File: src/rtl/rf_operand_sequencer.sv
// Register-file operand sequencer: reads rs/rt, issues operands and decoded fields
// to the ALU over valid/ready, then writes the ALU result back to rd or rt.
module rf_operand_sequencer #(
  parameter int DATA_WIDTH = 32,
  parameter int ADDR_WIDTH = 5
) (
  input  logic                  CLK,
  input  logic                  RST,
  input  logic [31:0]           INSTR,
  input  logic                  INSTR_VALID,
  output logic                  INSTR_READY,
  output logic [ADDR_WIDTH-1:0] RF_ADDR_R1,
  output logic [ADDR_WIDTH-1:0] RF_ADDR_R2,
  output logic                  RF_READ,
  input  logic [DATA_WIDTH-1:0] RF_DATA_R1,
  input  logic [DATA_WIDTH-1:0] RF_DATA_R2,
  output logic [ADDR_WIDTH-1:0] RF_ADDR_W,
  output logic [DATA_WIDTH-1:0] RF_DATA_W,
  output logic                  RF_WRITE,
  output logic [DATA_WIDTH-1:0] OP_A,
  output logic [DATA_WIDTH-1:0] OP_B,
  output logic [DATA_WIDTH-1:0] IMM,
  output logic [5:0]            OPCODE,
  output logic [5:0]            FUNCT,
  output logic [4:0]            SHAMT,
  output logic                  OPND_VALID,
  input  logic                  OPND_READY,
  input  logic [DATA_WIDTH-1:0] RESULT,
  input  logic                  RESULT_VALID,
  output logic                  BUSY
);

  localparam logic [5:0] OP_RTYPE = 6'h00;
  localparam logic [5:0] OP_BEQ   = 6'h04;
  localparam logic [5:0] OP_BNE   = 6'h05;
  localparam logic [5:0] OP_SW    = 6'h2B;

  typedef enum logic [2:0] {
    S_IDLE, S_RD, S_CAP, S_ISSUE, S_WAIT, S_WB
  } state_t;

  state_t                state;
  logic [ADDR_WIDTH-1:0] dest_q;
  logic                  wb_q;

  logic [5:0]  f_opcode;
  logic [4:0]  f_rs;
  logic [4:0]  f_rt;
  logic [4:0]  f_rd;
  logic [4:0]  f_shamt;
  logic [5:0]  f_funct;
  logic signed [15:0] f_imm;

  assign f_opcode = INSTR[31:26];
  assign f_rs     = INSTR[25:21];
  assign f_rt     = INSTR[20:16];
  assign f_rd     = INSTR[15:11];
  assign f_shamt  = INSTR[10:6];
  assign f_funct  = INSTR[5:0];
  assign f_imm    = INSTR[15:0];

  function automatic logic [4:0] dest_of(input logic [5:0] opc, input logic [4:0] rt,
                                         input logic [4:0] rd);
    return (opc == OP_RTYPE) ? rd : rt;
  endfunction

  // Stores and branches never write; writes to r0 are dropped here rather than in the RF.
  function automatic logic writes_back(input logic [5:0] opc, input logic [4:0] dest);
    return !(opc == OP_SW || opc == OP_BEQ || opc == OP_BNE) && (dest != 5'd0);
  endfunction

  function automatic logic [DATA_WIDTH-1:0] sext_imm(input logic signed [15:0] imm);
    return DATA_WIDTH'(imm);
  endfunction

  always_ff @(posedge CLK) begin
    if (RST) begin
      state       <= S_IDLE;
      INSTR_READY <= 1'b1;
      BUSY        <= 1'b0;
      RF_READ     <= 1'b0;
      RF_WRITE    <= 1'b0;
      OPND_VALID  <= 1'b0;
      RF_ADDR_R1  <= '0;
      RF_ADDR_R2  <= '0;
      RF_ADDR_W   <= '0;
      RF_DATA_W   <= '0;
      OP_A        <= '0;
      OP_B        <= '0;
      IMM         <= '0;
      OPCODE      <= '0;
      FUNCT       <= '0;
      SHAMT       <= '0;
      dest_q      <= '0;
      wb_q        <= 1'b0;
    end else begin
      case (state)
        S_IDLE: begin
          if (INSTR_VALID && INSTR_READY) begin
            INSTR_READY <= 1'b0;
            BUSY        <= 1'b1;
            RF_READ     <= 1'b1;
            RF_ADDR_R1  <= ADDR_WIDTH'(f_rs);
            RF_ADDR_R2  <= ADDR_WIDTH'(f_rt);
            OPCODE      <= f_opcode;
            FUNCT       <= f_funct;
            SHAMT       <= f_shamt;
            IMM         <= sext_imm(f_imm);
            dest_q      <= ADDR_WIDTH'(dest_of(f_opcode, f_rt, f_rd));
            wb_q        <= writes_back(f_opcode, dest_of(f_opcode, f_rt, f_rd));
            state       <= S_RD;
          end
        end
        S_RD: state <= S_CAP;
        // Read data is taken at the end of the second read-strobe cycle.
        S_CAP: begin
          OP_A       <= RF_DATA_R1;
          OP_B       <= RF_DATA_R2;
          RF_READ    <= 1'b0;
          OPND_VALID <= 1'b1;
          state      <= S_ISSUE;
        end
        S_ISSUE: begin
          if (OPND_READY) begin
            OPND_VALID <= 1'b0;
            state      <= S_WAIT;
          end
        end
        S_WAIT: begin
          if (RESULT_VALID) begin
            if (wb_q) begin
              RF_WRITE  <= 1'b1;
              RF_ADDR_W <= dest_q;
              RF_DATA_W <= RESULT;
              state     <= S_WB;
            end else begin
              INSTR_READY <= 1'b1;
              BUSY        <= 1'b0;
              state       <= S_IDLE;
            end
          end
        end
        S_WB: begin
          RF_WRITE    <= 1'b0;
          INSTR_READY <= 1'b1;
          BUSY        <= 1'b0;
          state       <= S_IDLE;
        end
        default: state <= S_IDLE;
      endcase
    end
  end

endmodule

File: config.mk
export PLATFORM = sky130hd
export DESIGN_NAME = rf_operand_sequencer
export DESIGN_NICKNAME = d
export VERILOG_FILES = /design/src/rtl/rf_operand_sequencer.sv
export SDC_FILE = /design/constraint.sdc
export NUM_CORES = 1
export LEC_CHECK = 0
export CORE_ASPECT_RATIO = 1.2
export CORE_MARGIN = 2
export CORE_UTILIZATION = 35
export CTS_BUF_LIST = sky130_fd_sc_hd__clkbuf_4 sky130_fd_sc_hd__clkbuf_8 sky130_fd_sc_hd__clkbuf_16
export CTS_CLUSTER_SIZE = 28
export DETAILED_ROUTE_END_ITERATION = 10
export PLACE_DENSITY = 0.83
export SLEW_MARGIN = 0
export SYNTH_ARGS = -nofsm -noshare
export SYNTH_HDL_FRONTEND = slang
export SYNTH_SLANG_ARGS = --single-unit
export TNS_END_PERCENT = 10
File: constraint.sdc
create_clock -name CLK -period 1.9 [get_ports CLK]
set_clock_uncertainty 0.05 [all_clocks]
set_input_delay 0.38 -clock CLK [delete_from_list [all_inputs] [get_ports CLK]]
set_output_delay 0.38 -clock CLK [all_outputs]
set_load 0.03 [all_outputs]
==> impl_metrics.ini <==
[global_routing]
track_usage = 0.204
grt_pass1_vias = 5649
gr-total-overflow = 0
antenna_found_initial = 0
grt_pass1_wl_um = 28800
grt_max_degree = 66

[drt]
vias = 5958
drt_iter0_markers = 505
drc = 0
wirelength_um = 18800
ant_nets = 0
wire_per_inst_um = 15.7
viasPerCell = 4.98
first_pass_iters = 5

[worst_setup_path]
r2r_cells = 4
worstSetupPathType = reg2out
critPathTopFamily = buffers and inverters
path_cells = clkdlybuf4s50_1
critPathMaxStageDelay_ns = 0.67
cp_data_required_time_ns = 1.47
path_buf_inv = 1
cp.arrival_ns = 1.44
worstSetupEndpointType = output pin
worstPathMaxFanout = 2
cp_num_cells = 1
start_kind = register
slowest_stage = clkdlybuf4s50_1

[clock_tree]
clkLatencyLatePin_ns = 0.42
clock-root-buffer = clkbuf_16
clk_pin_slew_worst_paths_ns = 0.06
cts_made_buffers = 17
htreeDepth = 4
cts.sinks = 147
cts_tree = yes
cts_max_path_buffers = 2

[floorplanning]
dieArea_um2 = 17700
die_w_um = 122
start_util = 0.357
die_h_um = 145
core_um2 = 16300
ios = 298
row_count = 51

[sta]
worst_slew_pin_slew_ns = 0.544
hold_violations = 0
setup_violations = 0
fmax_ghz = 0.536
drv_slew = 0
fin_crit_ns = 1.87
relSlewSlack = 0.628
hold_ws_ns = 0.312
period_share = 0.983

[worst_hold_path]
hold_depth = 2
worst_hold_path_type = in2reg

[cells_and_area]
final_core_util = 0.596
layout_common_cells = 187 x clkdlybuf4s50_1, 147 x dfxtp_1, 144 x a21oi_1, 133 x nand2_1, 74 x nand3_1
final_common_cell = clkdlybuf4s50_1
multi_input_area_um2 = 2360
num_antenna_cells = 0
final_nets = 1105
drive_gt1_frac = 0.0822
areaGrowthSynthToFinish_pct = 66.6
seq_area_um2 = 2940
fillers = 1386

[logic_synthesis]
synth_edf_count = 0
synth-async-reset-ratio = 0
ys_types = 39
ys_warn_count = 0
ys.flop_type = dfxtp_1
synth_seq_cells = 147
postSynthAreaPerCell_um2 = 8.22
syn_nets = 841
syn_area_um2 = 5820
netlist_instances = 708
ys_seq_area_frac = 0.506

[power_and_ir_drop]
p_switching_mw = 2.79
p_clk_frac = 0.389
p_leak_nw = 4.65
p_total_mw = 9.32
power_density_nw_per_um2 = 961
netSwitchingFraction = 0.299
p_int_mw = 6.53
vdd_ir_drop_max_v = 0.000533
seq_power_share = 0.372
p_comb_frac = 0.239

[placed_design]
io_buffer_count = 297
place_congestion = 0.857
dp_hpwl_um = 13100

[run]
cap_violations = 0

[run_status]
outcome = finished, final reports clean
synthesized netlist by cell type, types with 2 or more instances:
library cell / n / area share
a211oi_1: 3 / 0.0039
or3b_1: 2 / 0.0030
or4_1: 2 / 0.0026
clkbuf_1: 33 / 0.021
nand2b_1: 3 / 0.0032
nor2_1: 5 / 0.0032
buf_6: 3 / 0.0058
buf_4: 37 / 0.048
o21ai_0: 45 / 0.039
buf_2: 17 / 0.015
nand2_1: 133 / 0.086
a21oi_1: 144 / 0.12
a311oi_1: 5 / 0.0075
o21ai_1: 30 / 0.026
nand3_1: 74 / 0.064
nor3b_2: 2 / 0.0043
nor2b_1: 2 / 0.0022
dfxtp_1: 147 / 0.51
flip-flops by register name, indices dropped and copies added (netlist names):
| signal | flops |
|---|---|
| IMM | 16 |
| OPND_VALID | 1 |
| RF_DATA_W | 32 |
| RF_ADDR_R1 | 5 |
| OP_B | 32 |
| wb_q | 1 |
| INSTR_READY | 1 |
| OP_A | 32 |
| RF_ADDR_R2 | 5 |
| RF_WRITE | 1 |
| OPCODE | 6 |
| BUSY | 1 |
| RF_ADDR_W | 5 |
| RF_READ | 1 |
| state | 3 |
| dest_q | 5 |
cell type report:
type | instances | share of cell area
repair buffers | 335 | 0.359
flip-flops and latches | 147 | 0.304
multi-input cells | 470 | 0.244
clock buffers | 18 | 0.0453
well taps | 212 | 0.0274
clock inverters | 14 | 0.0207
inverters | 1 | 0.000387
metrics by stage:
stage | cell area, um^2 | setup WS [ns] | cells | TNS, ns
4_1_cts | 9530 | 0.000948 | 1197 | 0
5_1_grt | 9690 | -0.0201 | 1197 | -0.0201
3_5_place_dp | 8940 | -0.154 | 1165 | -0.465
6_report | 9690 | 0.0332 | 1197 | 0
2_1_floorplan | 5820 | 0.394 | 708 | 0
3_3_place_gp | 8940 | -0.0864 | 1165 | -0.129
power by group through the flow:
| stage | clock network [mW] | registers (mW) | logic [mW] |
|---|---|---|---|
| 2_1_floorplan | 0 | 3.93 | 0.889 |
| 3_3_place_gp | 0 | 3.54 | 2.27 |
| 3_5_place_dp | 0 | 3.55 | 2.30 |
| 4_1_cts | 3.69 | 3.48 | 2.26 |
| 5_1_grt | 3.85 | 3.50 | 2.37 |
| 6_report | 3.62 | 3.47 | 2.23 |
per-layer routing:
metal	wire (um)	share of wire	track usage	vias to the layer above
li1	-	-	-	2949
met1	7530	0.40	0.236	2750
met2	9520	0.51	0.351	222
met3	1260	0.067	0.0523	37
met4	522	0.028	0.0920	0
met5	0	0	0	-
final timing paths:
check	startpoint	end	slack, ns
worst max-delay path	RF_DATA_W[20]	RF_DATA_W[20]	0.03
worst min-delay path	RST	RF_ADDR_R1[2]	0.31
worst max register to register	state[1]	OP_B[11]	0.15
worst min register to register	OP_B[3]	OP_B[3]	0.40
kinds of logic (layout without fill, tap and decap cells):
logic type      count (synthesis)  after routing  synth area share
compound gates                233            233             0.210
buf+inv                        91            368            0.0901
flops                         147            147             0.506
simple gates                  237            237             0.194
what timing repair did:
| action | CTS | global route |
|---|---|---|
| buffers inserted | 0 | 0 |
| endpoints found under the setup margin | 45 | 67 |
| cloned | 0 | 0 |
| gates resized for setup | 43 | 66 |
| hold buffers | 0 | 0 |
(Power assumes the default switching activity.)
==> patch 1: new RTL, same settings <==
`DATA_WIDTH`: 32 -> 40.
--- a/src/rtl/rf_operand_sequencer.sv
+++ b/src/rtl/rf_operand_sequencer.sv
@@ -3,3 +3,3 @@
 module rf_operand_sequencer #(
-  parameter int DATA_WIDTH = 32,
+  parameter int DATA_WIDTH = 40,
   parameter int ADDR_WIDTH = 5
Interface: changed (7 resized); port bits go from 298 to 354. The function was not compared with the original's and may differ.
==> patch 1 against the original RTL <==
Wire length rose by 23%; sequential cell count rose by 24; count of clock-buffer cells in the layout did not move; largest cell class unchanged; synthesized area rose by 17%; final area rose by 14%; power rose by 8.1%; synthesized cell count rose by 16%; setup slack got worse by 0.0036 ns.
==> patch 1: results <==
[clocking]
clkLatencyLatePin_ns = 0.42
cts_buffers = 17
cts-root-buf = "clkbuf_16"
htreeDepth = 4
cts.clk_slew.worst_paths_ns = 0.08
clockBufferDepth = 2

[finish]
antenna_cells = 0
layout-drive-gt1-share = 0.09561
nets = 1284
fillers = 1684
largest_registers = "OP_A x40, OP_B x40, RF_DATA_W x40"

[global_routing]
grt_pass1_wl_mm = 35.10
grt_util_all_layers = 0.2118
antenna_found_initial = 0
grt_max_degree = 81
grt_pass1_vias = 6779

[placed_design]
dp_slack_ns = -0.09143
gp_congestion = 0.8113
io_buffers = 353
placed_cells = 1364
hpwl_mm = 16.39

[drt]
drtIter0Drc = 381
wl_mm = 23.25
firstDrtPassIters = 5
wl_per_cell_um = 16.65
vias = 7047

[min_path]
hold_class = "in2reg"

[synthesis]
synth_commonest_cells = "dfxtp_1 (171), a21oi_1 (168), nand2_1 (165), nand3_1 (82), buf_4 (48)"
yosys_warnings = 0
yosys.cell_types.count = 40
yosys-top-cells-area = "dfxtp_1 (50%), a21oi_1 (12%), nand2_1 (9.1%), nand3_1 (6.0%), buf_4 (5.3%)"
yosysSeqAreaShare = 0.5012
syn_inst = 823
syn_nets = 980
synth_flop_cell = "dfxtp_1"

[setup_path]
critPathMaxStageDelay_ns = 0.68
worst_path_max_delay_cell = "clkdlybuf4s50_1"

[pwr]
p_leak_nw = 5.632
sw_frac_of_total = 0.3244
vdd_drop_max_mv = 0.6193

[sta]
worst_pin_slew_ns = 0.5979

[outcome]
status = "completed"
patch 1: cell types whose count changed in the layout (fill, tap and decap cells not counted), moves of 8 or more:
cell / change
dfxtp_1: +24
nand2_1: +32
dlygate4sd2_1: +33
dlymetal6s2s_1: +17
buf_4: +26
nand3_1: +8
o21ai_1: +10
a21oi_1: +24
clkdlybuf4s50_1: -19
patch 1: logic make-up (layout without fill, tap and decap cells):
kind of cell    after synthesis  count (layout)  share of synthesized area
compound gates              265             265                     0.2024
buf+inv                     110             427                     0.1073
flops                       171             171                     0.5012
simple gates                277             277                     0.1890
patch 1: power by group through the flow:
stage | clock, mW | combinational (mW) | sequential (mW)
after global placement | 0 | 2.64 | 4.09
after CTS | 3.57 | 2.59 | 4.02
final | 3.50 | 2.56 | 4.01
after global routing | 3.72 | 2.73 | 4.05
after detailed placement | 0 | 2.67 | 4.10
after floorplan | 0 | 1.09 | 4.55
patch 1: area by class of cell:
| cell class | count | share of cell area |
|---|---|---|
| clock buffer | 18 | 0.03974 |
| multi-input combinational | 542 | 0.2430 |
| tap | 256 | 0.02899 |
| sequential | 171 | 0.3098 |
| timing repair buffer | 394 | 0.3644 |
| clock inverter | 14 | 0.01381 |
| inverter | 1 | 0.0003397 |
patch 1: what timing repair did:
item	in CTS	in global routing
gates cloned	0	0
setup endpoints to repair	76	83
resized for setup	76	83
pin swaps	0	0
patch 1: path summary, 6_finish.rpt:
check                              from                         end  slack (ns)  cells after the start
setup / recovery  OP_A[39]$_SDFFE_PP0P_                    OP_A[39]        0.03                      1
hold / removal                      RST   RF_DATA_W[4]$_SDFFE_PP0P_        0.37                      2
setup reg to reg  state[2]$_SDFFE_PP0P_  RF_DATA_W[32]$_SDFFE_PP0P_        0.22                      4
hold reg to reg   OP_B[18]$_SDFFE_PP0P_       OP_B[18]$_SDFFE_PP0P_        0.40                      2
patch 1: per-stage QoR:
step	util	hold slack, ns	area [µm²]	setup TNS, ns
final	0.5818	0.3714	11050	0
after global routing	0.5818	0.3727	11050	-0.008287
after CTS	0.5709	0.3626	10840	0
after detailed placement	0.5447	0.3958	10350	-0.2672
after global placement	0.5447	0.3909	10350	-0.05244
after floorplan	-	0.3935	6830	0
patch 1: metal layers:
layer,up-vias,global-route usage,part of all wire
li1,3395,-,-
met1,3287,0.2285,0.38
met2,306,0.3732,0.51
met3,59,0.06216,0.074
met4,0,0.1196,0.041
met5,-,0,0
==> patch 2: new RTL, config.mk and constraints unchanged <==
Made on the original files. Reset style: asynchronous (`RST`), changed in one clocked block.
--- a/src/rtl/rf_operand_sequencer.sv
+++ b/src/rtl/rf_operand_sequencer.sv
@@ -75,3 +75,3 @@
 
-  always_ff @(posedge CLK) begin
+  always_ff @(posedge CLK or posedge RST) begin
     if (RST) begin
Function: differs if RST is asserted again (counterexample within 4 cycles, from zero or initial values and one cycle with RST high); with RST held inactive, the same outputs for 4 cycles.
==> patch 2 against the original RTL <==
Synthesized area rose by 2.7%; register-to-register slack got worse by 0.06 ns; sequential cell count did not move; wire length fell by 16%; hold slack improved by 0.046 ns; final cell count fell by 25%; setup slack improved by 0.0049 ns; first-iteration DRC count fell by 78%; final area rose by 0.32%; critical path type unchanged; critical endpoint is now RF_DATA_W[22].
Power is not compared: it rests on default switching activity, and its combinational part moved more than twofold at a synthesized area within 25%.
==> patch 2: results <==
[sta]
max_slew_margin = 0.6396
fin_crit_sh = 0.9799

[setup_path]
r2r_end = "IMM[2]$_DFFE_PP0P_"
r2r_slack_ns = 0.09
worstPathArrival_ns = 1.43
crit_path_max_fanout = 2
rr_worst_depth = 4
crit_family = "buffers and inverters"
r2r-start = "INSTR_READY$_DFFE_PP1P_"

[drt]
firstDrtPassIters = 4
drtIter0Drc = 109
wl_mm = 15.83
vias = 4156

[clocking]
cts-root-buf = "clkbuf_16"
cts_resized = 103
clkLatencyLatePin_ns = 0.41
postCtsSetupRepairBufs = 0
htreeDepth = 4

[pwr]
p_comb_mw = 8.43
sw_frac_of_total = 0.4006
p_leak_nw = 5.200
finalPower_mw = 17.24

[finish]
layout-drive-gt1-share = 0.2763
nets = 804
largest_registers = "OP_A x32, OP_B x32, RF_DATA_W x32"
fillers = 1367

[synthesis]
muxShareOfSynthArea = 0.2780
yosys-top-cells-area = "dfrtp_1 (61%), mux2_2 (20%), mux2_4 (6.8%), buf_4 (3.5%), buf_2 (1.0%)"
synth_commonest_cells = "dfrtp_1 (146), mux2_2 (107), buf_4 (28), mux2_4 (27), buf_2 (12)"
yosysSeqAreaShare = 0.6160
syn_nets = 517
synth-adder-area-share = 0
synth-async-reset-ratio = 1.000
yosys_warnings = 0
yosys.cell_types.count = 31
synth_xor_area_frac = 0
synth_compound_area_frac = 0.01927

[global_routing]
grt_overflow_total = 0
grt_pass1_vias = 4532
grt_max_degree = 105
grt_util_all_layers = 0.1743
grt_pass1_wl_mm = 24.17
antenna_found_initial = 1

[outcome]
status = "completed"

[placed_design]
gp_congestion = 0.7670
io_buffers = 297
hpwl_mm = 11.61

[min_path]
hold_class = "in2async"
==> patch 2: per-layer routing <==
metal	global-route usage	vias up	share of wire
met4	0.08352	0	0.031
met3	0.04348	30	0.071
met1	0.1954	2062	0.36
met2	0.3049	179	0.54
li1	-	1885	-
met5	0	-	0
==> patch 2: worst max path at each step <==
| stage | from | slack (ns) | to |
|---|---|---|---|
| finish | RF_DATA_W[22]$_DFFE_PP0P_ | 0.04 | RF_DATA_W[22] |
| global route | RF_DATA_W[22]$_DFFE_PP0P_ | -0.01 | RF_DATA_W[22] |
| CTS | RF_ADDR_R1[4]$_DFFE_PP0P_ | 0.0005 | RF_ADDR_R1[4] |
| detailed placement | INSTR_VALID | -0.22 | IMM[3]$_DFFE_PP0P_ |
| global placement | INSTR_VALID | -0.21 | IMM[2]$_DFFE_PP0P_ |
| floorplan | RST | -0.38 | BUSY$_DFFE_PP0P_ |
==> patch 2: cell type report <==
type / instances / share of cell area
Tap cell: 216 / 0.02779
Clock buffer: 17 / 0.04375
Antenna cell: 1 / 0.0002573
Inverter: 4 / 0.001930
Multi-Input combinational cell: 188 / 0.1998
Sequential cell: 147 / 0.3785
Timing Repair Buffer: 313 / 0.3266
Clock inverter: 15 / 0.02136
==> patch 2: tightest hold or removal path, delay by kind of cell <==
family | cells | cell delay, ns
buffers and inverters | 3 | 0.81
==> patch 2: metrics by stage <==
step           cell area (µm²)  setup TNS [ns]  setup slack (ns)  hold slack [ns]  cells
2_1_floorplan             5977          -54.92           -0.3762           0.3944    384
3_3_place_gp              9067          -6.967           -0.2117           0.4082    868
3_5_place_dp              9067          -7.453           -0.2216           0.4157    868
4_1_cts                   9574               0         0.0004861           0.3510    900
5_1_grt                   9724        -0.01737          -0.01380           0.3808    901
6_report                  9724               0           0.03812           0.3581    901
